===== config.mk =====
export PLATFORM = sky130hd
export DESIGN_NAME = arbitro_rete_b
export DESIGN_NICKNAME = d
export VERILOG_FILES = /design/src/rtl/rete_pkg.sv /design/src/rtl/arbitro_rete_b_sel_rr2.sv /design/src/rtl/arbitro_rete_b.sv
export SDC_FILE = /design/constraint.sdc
export NUM_CORES = 1
export LEC_CHECK = 0
export CORE_UTILIZATION = 30
export CTS_CLUSTER_DIAMETER = 200
export DETAILED_ROUTE_END_ITERATION = 6
export PLACE_DENSITY_LB_ADDON = 0.08
export SKIP_CTS_REPAIR_TIMING = 1
export SLEW_MARGIN = 20
export SYNTH_ARGS = -nofsm -noshare
export SYNTH_HDL_FRONTEND = slang
export SYNTH_HIERARCHICAL = 1
export SYNTH_SLANG_ARGS = --single-unit

===== constraint.sdc =====
create_clock -name clock -period 2.05 [get_ports clock]
set_input_delay 0.41 -clock clock [delete_from_list [all_inputs] [get_ports clock]]
set_output_delay 0.41 -clock clock [all_outputs]
set_load 0.05 [all_outputs]

===== src/rtl/rete_pkg.sv =====
// rete_pkg: shared widths, FSM encoding and settle-count bounds for arbitro_rete_b.
// Rev 1.0
`default_nettype none

package rete_pkg;

  localparam int W_OP       = 16;
  localparam int W_RES      = 4;
  localparam int W_CNT      = 4;
  localparam int SETTLE_MIN = 1;
  localparam int SETTLE_MAX = 15;

  typedef enum logic [1:0] {
    IDLE     = 2'b00,
    SETTLE   = 2'b01,
    ACK_WAIT = 2'b10
  } state_t;

endpackage

`default_nettype wire


===== src/rtl/arbitro_rete_b_sel_rr2.sv =====
// sel_rr2: two-way winner select, round-robin on last; fixed priority under ARBITRO_PRIO_FISSA_EN.
// Rev 1.0
`default_nettype none

module sel_rr2 (
  input  logic req0,
  input  logic req1,
`ifndef ARBITRO_PRIO_FISSA_EN
  input  logic last,
`endif
  output logic winner
);

`ifdef ARBITRO_PRIO_FISSA_EN
  assign winner = req1 & ~req0;
`else
  // Contention goes to the client that was not served last.
  assign winner = req1 & (~req0 | ~last);
`endif

endmodule

`default_nettype wire


===== src/rtl/arbitro_rete_b.sv =====
// arbitro_rete_b: shares one combinational type-B net between two four-phase req/ack clients.
// Optional ARBITRO_PRIO_FISSA_EN: fixed priority to client 0 instead of round-robin. Rev 1.0
`default_nettype none

module arbitro_rete_b
  import rete_pkg::*;
#(
  parameter int SETTLE_CYCLES = 2
) (
  input  logic              clock,
  input  logic              reset_,
  input  logic              req0,
  input  logic [W_OP-1:0]   op0,
  output logic              ack0,
  input  logic              req1,
  input  logic [W_OP-1:0]   op1,
  output logic              ack1,
  output logic [W_RES-1:0]  dato,
  output logic [W_OP-1:0]   x15_x0_b,
  input  logic [W_RES-1:0]  z3_z0_b,
  output logic              grant,
  output logic              busy
);

  localparam int SETTLE_EFF =
    (SETTLE_CYCLES < SETTLE_MIN) ? SETTLE_MIN :
    (SETTLE_CYCLES > SETTLE_MAX) ? SETTLE_MAX : SETTLE_CYCLES;
  localparam logic [W_CNT-1:0] CNT_LOAD = W_CNT'(SETTLE_EFF - 1);

  state_t              state, state_n;
  logic [W_CNT-1:0]    cnt, cnt_n;
  logic                grant_n, busy_n, ack0_n, ack1_n;
  logic [W_RES-1:0]    dato_n;
  logic [W_OP-1:0]     x_n;
  logic                winner;
  logic                req_granted;

`ifndef ARBITRO_PRIO_FISSA_EN
  logic last, last_n;

  sel_rr2 u_sel (
    .req0   (req0),
    .req1   (req1),
    .last   (last),
    .winner (winner)
  );
`else
  sel_rr2 u_sel (
    .req0   (req0),
    .req1   (req1),
    .winner (winner)
  );
`endif

  assign req_granted = grant ? req1 : req0;

  always_comb begin
    state_n = state;
    cnt_n   = cnt;
    grant_n = grant;
    busy_n  = busy;
    ack0_n  = ack0;
    ack1_n  = ack1;
    dato_n  = dato;
    x_n     = x15_x0_b;
`ifndef ARBITRO_PRIO_FISSA_EN
    last_n  = last;
`endif
    case (state)
      IDLE: begin
        if (req0 | req1) begin
          grant_n = winner;
          x_n     = winner ? op1 : op0;
          cnt_n   = CNT_LOAD;
          busy_n  = 1'b1;
          state_n = SETTLE;
        end
      end
      SETTLE: begin
        // The operand stays frozen here even if the client drops req early.
        if (cnt == '0) begin
          dato_n = z3_z0_b;
          if (grant) ack1_n = 1'b1;
          else       ack0_n = 1'b1;
          state_n = ACK_WAIT;
        end else begin
          cnt_n = cnt - 1'b1;
        end
      end
      ACK_WAIT: begin
        if (!req_granted) begin
          ack0_n  = 1'b0;
          ack1_n  = 1'b0;
          busy_n  = 1'b0;
`ifndef ARBITRO_PRIO_FISSA_EN
          last_n  = grant;
`endif
          state_n = IDLE;
        end
      end
      default: begin
        ack0_n  = 1'b0;
        ack1_n  = 1'b0;
        busy_n  = 1'b0;
        state_n = IDLE;
      end
    endcase
  end

  always_ff @(posedge clock or negedge reset_) begin
    if (!reset_) begin
      state    <= IDLE;
      cnt      <= '0;
      grant    <= 1'b0;
      busy     <= 1'b0;
      ack0     <= 1'b0;
      ack1     <= 1'b0;
      dato     <= '0;
      x15_x0_b <= '0;
`ifndef ARBITRO_PRIO_FISSA_EN
      last     <= 1'b1;
`endif
    end else begin
      state    <= state_n;
      cnt      <= cnt_n;
      grant    <= grant_n;
      busy     <= busy_n;
      ack0     <= ack0_n;
      ack1     <= ack1_n;
      dato     <= dato_n;
      x15_x0_b <= x_n;
`ifndef ARBITRO_PRIO_FISSA_EN
      last     <= last_n;
`endif
    end
  end

endmodule

`default_nettype wire


==> results of run 1 <==
-- area by class of cell --
class | count | area (um2)
clock buffers | 7 | 86.3
clock inverters | 1 | 5.00
fillers | 453 | 2440
inverters | 6 | 22.5
multi-input cells | 87 | 638
flip-flops and latches | 31 | 777
well taps | 67 | 83.8
repair buffers | 70 | 698
-- path summary, 6_finish.rpt --
kind                       depth (start not counted)                   to                    start
max                                                1          x15_x0_b[5]  x15_x0_b[5]$_DFFE_PN0P_
min                                                1     ack1$_DFFE_PN0P_         ack1$_DFFE_PN0P_
max reg2reg                                        5  dato[2]$_DFFE_PN0P_       cnt[0]$_DFFE_PN0P_
min reg2reg                                        1     ack1$_DFFE_PN0P_         ack1$_DFFE_PN0P_
max in group asynchronous                          2     last$_DFFE_PN1P_                   reset_
min in group asynchronous                          2   cnt[3]$_DFFE_PN0P_                   reset_
-- per-stage QoR --
step / setup WS (ps) / std cells / area (um2) / total power [mW]
3_3_place_gp: 296 / 261 / 2220 / 3.43
4_1_cts: 52.9 / 269 / 2310 / 3.97
6_report: 186 / 269 / 2310 / 3.93
2_1_floorplan: 444 / 133 / 1500 / 2.72
5_1_grt: 146 / 269 / 2310 / 4.17
3_5_place_dp: 259 / 261 / 2220 / 3.46
-- flip-flops by register name (all words and copies together) (netlist names) --
name      count
dato          4
cnt           4
busy          1
state         2
grant         1
ack1          1
ack0          1
last          1
x15_x0_b     16
-- Yosys cell counts, drive strengths merged, types with 2 or more instances --
master	number
nand2b	3
buf	7
mux2i	17
mux2	6
dfrtp	30
inv	6
o2bb2ai	3
nand2	2
or3	2
o21ai	38
nor3b	2
clkbuf	2
or2	2
-- power by group through the flow --
stage               Combinational [mW]  Sequential [mW]  Clock, mW
finish                            2.31             1.12      0.495
global route                      2.47             1.16      0.539
CTS                               2.33             1.13      0.507
detailed placement                2.33             1.13          0
global placement                  2.30             1.12          0
floorplan                        0.813             1.90          0
-- worst register-to-register path, stage by stage, from the launching register on --
cell	delay [ps]
dfrtp_1	380
inv_1	90
ha_1	210
nand2b_1	120
or3_1	530
mux2_4	350
-- cell families after synthesis --
kind of cell,Yosys count,share of synthesized area (%)
compound gates,47,18.0
flops,31,52.0
fa+ha+maj,1,0.837
buf+inv,15,5.36
simple gates,16,6.69
mux,23,17.2
-- metal layers --
metal	vias to the layer above	part of all wire, %	track usage (%)
met2	46	49	24.9
li1	617	-	-
met4	0	1.8	6.54
met3	7	5.2	3.73
met1	618	44	18.2
met5	-	0	0
==> load_flow_metrics.sql, run 1 <==
INSERT INTO impl_metrics (metric_group, metric, value, unit) VALUES
('logic_synthesis', 'ys_warn_count', '6', ''),
('pwr', 'power_leakage', '0.962', 'nW'),
('critical_path', 'worstSetupStartpointType', 'register', ''),
('detailed_routing', 'routed_wirelength', '3550', 'um'),
('critical_path', 'worstPathArrival', '1450', 'ps'),
('sta', 'number_of_hold_violations_in_the_final_report', '0', ''),
('final_layout', 'final_cell_mix', 'clkdlybuf4s50_1, o21ai_1, dfrtp_1', ''),
('final_layout', 'antenna_cells_inserted', '0', ''),
('pwr', 'vdd_ir_drop_max', '740', 'uV'),
('logic_synthesis', 'yosysTopAreaCellShare', '50.2', '%'),
('final_layout', 'fraction_of_the_core_area_covered_by_cells_at_the_end_of_the_flow', '48.6', '%'),
('detailed_routing', 'drt-pass1-iter-count', '4', ''),
('sta', 'worst-slew-pin-transition', '502', 'ps'),
('logic_synthesis', 'yosysTopAreaCell', 'dfrtp_1', ''),
('detailed_routing', 'drtIter0Drc', '74', ''),
('global_route', 'grt.total_usage', '14.9', '%'),
('critical_path', 'critical_path_buf_inv_count', '1', ''),
('critical_path', 'worst-path-max-fanout', '2', ''),
('global_route', 'number_of_antenna_violations_at_the_first_check_in_global_routing', '0', ''),
('run', 'max_cap_viol_count', '0', ''),
('placement', 'hpwl', '2530', 'um'),
('pwr', 'clkPwrFrac', '12.6', '%'),
('logic_synthesis', 'synthesis.area', '1500', 'um2'),
('cts', 'cts_tree', 'built', ''),
('sta', 'tightest_slew_margin_relative_to_the_limit', '66.5', '%'),
('floorplan', 'rows', '25', ''),
('sta', 'final-setup-viol-count', '0', ''),
('critical_path', 'category_of_the_most_critical_setup_path', 'reg -> out', ''),
('detailed_routing', 'vias', '1288', ''),
('sta', 'finalCritPeriodShare', '90.9', '%'),
('pwr', 'power_internal', '2.09', 'mW'),
('sta', 'slew_violations', '0', ''),
('pwr', 'p_seq_share', '28.5', '%'),
('logic_synthesis', 'yosys_reg_bits', '31', ''),
('critical_path', 'worstPathRequired', '1640', 'ps'),
('global_route', 'number_of_global_route_vias_before_repair', '1277', ''),
('placement', 'routability_congestion_estimate', '0.711', ''),
('run_status', 'status', 'finished clean', ''),
('floorplan', 'initial_core_util', '31.4', '%'),
('logic_synthesis', 'synth_top_area_cells', 'dfrtp_1, o21ai_1, mux2i_1', ''),
('pwr', 'p_per_area', '1700', 'nW/um2'),
('floorplan', 'pin_count', '64', ''),
('pwr', 'net-switching-power', '1.83', 'mW'),
('critical_path', 'crit_path_end_kind', 'primary output', ''),
('global_route', 'grt_remaining_overflow', '0', ''),
('floorplan', 'die_w', '72.6', 'um'),
('cts', 'clkLatencyLatePin', '280', 'ps'),
('logic_synthesis', 'synth_fp_nets', '174', ''),
('sta', 'fmax', '537', 'MHz'),
('critical_path', 'worst_path_dominant_cell_family', 'buffers and inverters', ''),
('final_layout', 'commonest_non_fill_non_tap_cell_in_the_layout', 'clkdlybuf4s50_1', ''),
('logic_synthesis', 'synth_async_sr_flop_share', '100', '%'),
('global_route', 'grt_start_max_net_pins', '32', ''),
('logic_synthesis', 'synthesis.area_per_instance', '11.2', 'um2'),
('floorplan', 'fp.coreArea', '4750', 'um2'),
('floorplan', 'dieArea', '5270', 'um2'),
('critical_path', 'cp_slowest_stage_delay', '810', 'ps'),
('detailed_routing', 'detail_route.vias_per_cell', '4.79', ''),
('hold_path', 'hold_path_class', 'reg -> reg', ''),
('critical_path', 'timing.reg2reg.setup_slack', '260', 'ps'),
('logic_synthesis', 'portion_of_the_post_synthesis_area_used_by_sequential_elements', '52.0', '%'),
('detailed_routing', 'final_antenna_net_count', '0', ''),
('logic_synthesis', 'synth_flop_cell', 'dfrtp_1', ''),
('cts', 'cts.reportedPaths.clkPinSlew', '70', 'ps'),
('placement', 'port-buffer-count', '63', ''),
('sta', 'clock_period_minus_worst_slack', '1860', 'ps'),
('cts', 'cts.htree.levels', '2', ''),
('cts', 'cts_buffers', '5', ''),
('sta', 'rsz0062_at_grt', 'no', ''),
('floorplan', 'die_y', '72.6', 'um'),
('logic_synthesis', 'count_of_unique_library_cells_instantiated_by_yosys', '31', '');
Power figures use the tool's default switching activity.
==> run 2, diff against run 1 <==
- CORE_UTILIZATION: 30 -> 42
- SLEW_MARGIN: 20 -> 10
==> run 2 against run 1 <==
Global-route usage is 4.2 points higher. Critical path depth is the same. Final cell count shrank 8.2%. Count of clock-buffer cells in the layout stayed put. Combinational power barely moved. Maximum frequency down 3.6%. First-iteration DRC count down 18%. Critical path type unchanged. Largest power group unchanged.
==> load_flow_metrics.sql, run 2 (synthesized netlist as in run 1, its figures left out) <==
INSERT INTO impl_metrics (metric_group, metric, value, unit) VALUES
('run_status', 'status', 'finished clean', ''),
('sta', 'finalCritPeriodShare', '94.3', '%'),
('floorplan', 'die_y', '61.7', 'um'),
('placement', 'dp_worst_setup_slack', '246', 'ps'),
('sta', 'worst-slew-pin-transition', '529', 'ps'),
('cts', 'cts.htree.levels', '2', ''),
('detailed_routing', 'detail_route.vias_per_cell', '5.16', ''),
('detailed_routing', 'vias', '1275', ''),
('global_route', 'grt_first_pass_wirelength', '4990', 'um'),
('cts', 'cts_buffers', '5', ''),
('detailed_routing', 'drt-wirelength-per-cell', '13.7', 'um'),
('sta', 'slew_violations', '0', ''),
('floorplan', 'fp.coreArea', '3360', 'um2'),
('final_layout', 'drive_gt1_share', '10.4', '%'),
('final_layout', 'flow.area_growth_from_synthesis', '49.4', '%'),
('sta', 'rsz0062_at_grt', 'no', ''),
('final_layout', 'largest_register_ff_count', '16', ''),
('detailed_routing', 'final_antenna_net_count', '0', ''),
('sta', 'final-setup-viol-count', '0', ''),
('placement', 'dpl_cell_area', '2180', 'um2'),
('pwr', 'power_leakage', '0.925', 'nW'),
('sta', 'tightest_slew_margin_relative_to_the_limit', '64.6', '%'),
('global_route', 'globalRouteMet1Util', '20.2', '%'),
('global_route', 'grt_remaining_overflow', '0', ''),
('global_route', 'grt.total_usage', '19.0', '%'),
('final_layout', 'commonest_non_fill_non_tap_cell_in_the_layout', 'clkdlybuf4s50_1', ''),
('critical_path', 'cp_slowest_stage_delay', '820', 'ps'),
('hold_path', 'hold_path_class', 'in -> async', ''),
('cts', 'cts.sinks', '31', ''),
('sta', 'number_of_hold_violations_in_the_final_report', '0', ''),
('final_layout', 'fraction_of_the_core_area_covered_by_cells_at_the_end_of_the_flow', '66.4', '%'),
('cts', 'cts_root_buffer', 'clkbuf_4', ''),
('cts', 'cts.reportedPaths.clkPinSlew', '90', 'ps'),
('final_layout', 'antenna_cells_inserted', '0', ''),
('global_route', 'grtUsageMet2', '32.4', '%'),
('final_layout', 'final_net_count', '241', ''),
('cts', 'ctsLongestPathBuffers', '2', ''),
('placement', 'routability_congestion_estimate', '0.722', ''),
('global_route', 'grt_start_max_net_pins', '32', ''),
('critical_path', 'worstSetupStartpointType', 'register', ''),
('placement', 'hpwl', '2430', 'um'),
('floorplan', 'die_w', '61.7', 'um'),
('placement', 'port-buffer-count', '63', ''),
('critical_path', 'worst-path-max-fanout', '2', ''),
('sta', 'hold_slack', '447', 'ps'),
('critical_path', 'critical_path.cell_chain', 'clkdlybuf4s50_1', ''),
('global_route', 'groute.layer.met3.usage', '6.30', '%'),
('floorplan', 'dieArea', '3800', 'um2'),
('final_layout', 'design_area', '2230', 'um2'),
('floorplan', 'initial_core_util', '44.5', '%'),
('final_layout', 'final_cell_mix', 'clkdlybuf4s50_1, o21ai_1, dfrtp_1', ''),
('global_route', 'number_of_antenna_violations_at_the_first_check_in_global_routing', '0', ''),
('run', 'max_cap_viol_count', '0', ''),
('critical_path', 'category_of_the_most_critical_setup_path', 'reg -> out', ''),
('pwr', 'vdd_ir_drop_max', '646', 'uV'),
('detailed_routing', 'routed_wirelength', '3390', 'um'),
('final_layout', 'reg.largest.list', 'x15_x0_b: 16 flops, cnt: 4 flops, dato: 4 flops', ''),
('sta', 'fin_worst_skew', '4.79', 'ps'),
('critical_path', 'worstPathArrival', '1520', 'ps'),
('final_layout', 'max_flop_register', 'x15_x0_b', ''),
('sta', 'fmax', '517', 'MHz'),
('critical_path', 'critical_path_buf_inv_count', '1', ''),
('global_route', 'number_of_global_route_vias_before_repair', '1203', ''),
('sta', 'clock_period_minus_worst_slack', '1930', 'ps'),
('sta', 'least_setup_slack_across_all_paths_after_layout', '116', 'ps'),
('cts', 'cts_tree', 'built', ''),
('detailed_routing', 'drt_drc_violations_left', '0', ''),
('detailed_routing', 'drtIter0Drc', '61', ''),
('cts', 'clkLatencyLatePin', '340', 'ps'),
('critical_path', 'cpMaxStageDelayCell', 'clkdlybuf4s50_1', ''),
('critical_path', 'crit_path_end_kind', 'primary output', ''),
('detailed_routing', 'drt-pass1-iter-count', '5', ''),
('critical_path', 'worst_path_dominant_cell_family', 'buffers and inverters', ''),
('pwr', 'p_per_area', '1690', 'nW/um2'),
('critical_path', 'worstPathRequired', '1640', 'ps'),
('floorplan', 'rows', '21', ''),
('global_route', 'gr_peak_layer', 'met2', ''),
('sta', 'fin_tns_setup', '0', 'ps'),
('floorplan', 'pin_count', '64', '');
run 2: path summary, 6_finish.rpt:
kind                                         start                  end  slack, ps  cells past startpoint
max reg2reg                     cnt[0]$_DFFE_PN0P_  dato[1]$_DFFE_PN0P_        240                      5
min                                         reset_  dato[3]$_DFFE_PN0P_        450                      2
max                        x15_x0_b[7]$_DFFE_PN0P_          x15_x0_b[7]        120                      1
min in group clock                last$_DFFE_PN1P_     last$_DFFE_PN1P_        500                      2
max in group asynchronous                   reset_     last$_DFFE_PN1P_       1280                      2
min reg2reg                       last$_DFFE_PN1P_     last$_DFFE_PN1P_        500                      2
run 2: report_power, final:
group	switching, mW	internal (mW)
clock network	0.206	0.133
registers	0.195	0.912
logic	1.42	0.910
total	1.82	1.95
run 2: per-stage QoR:
stage               cells  total power, mW
floorplan             133             2.72
global placement      239             3.41
detailed placement    239             3.46
CTS                   247             3.81
global route          247             4.01
finish                247             3.78
run 2: layout make-up:
| class | count | area (um2) |
|---|---|---|
| clock buffers | 7 | 45.0 |
| clock inverters | 1 | 5.00 |
| fillers | 299 | 1130 |
| inverters | 6 | 22.5 |
| multi-input cells | 87 | 638 |
| flip-flops and latches | 31 | 777 |
| well taps | 46 | 57.6 |
| repair buffers | 69 | 688 |
run 2: routing by layer:
metal | up-vias | routed length (um)
met4 | 0 | 49
li1 | 611 | -
met5 | - | 0
met3 | 6 | 250
met2 | 51 | 1680
met1 | 607 | 1400
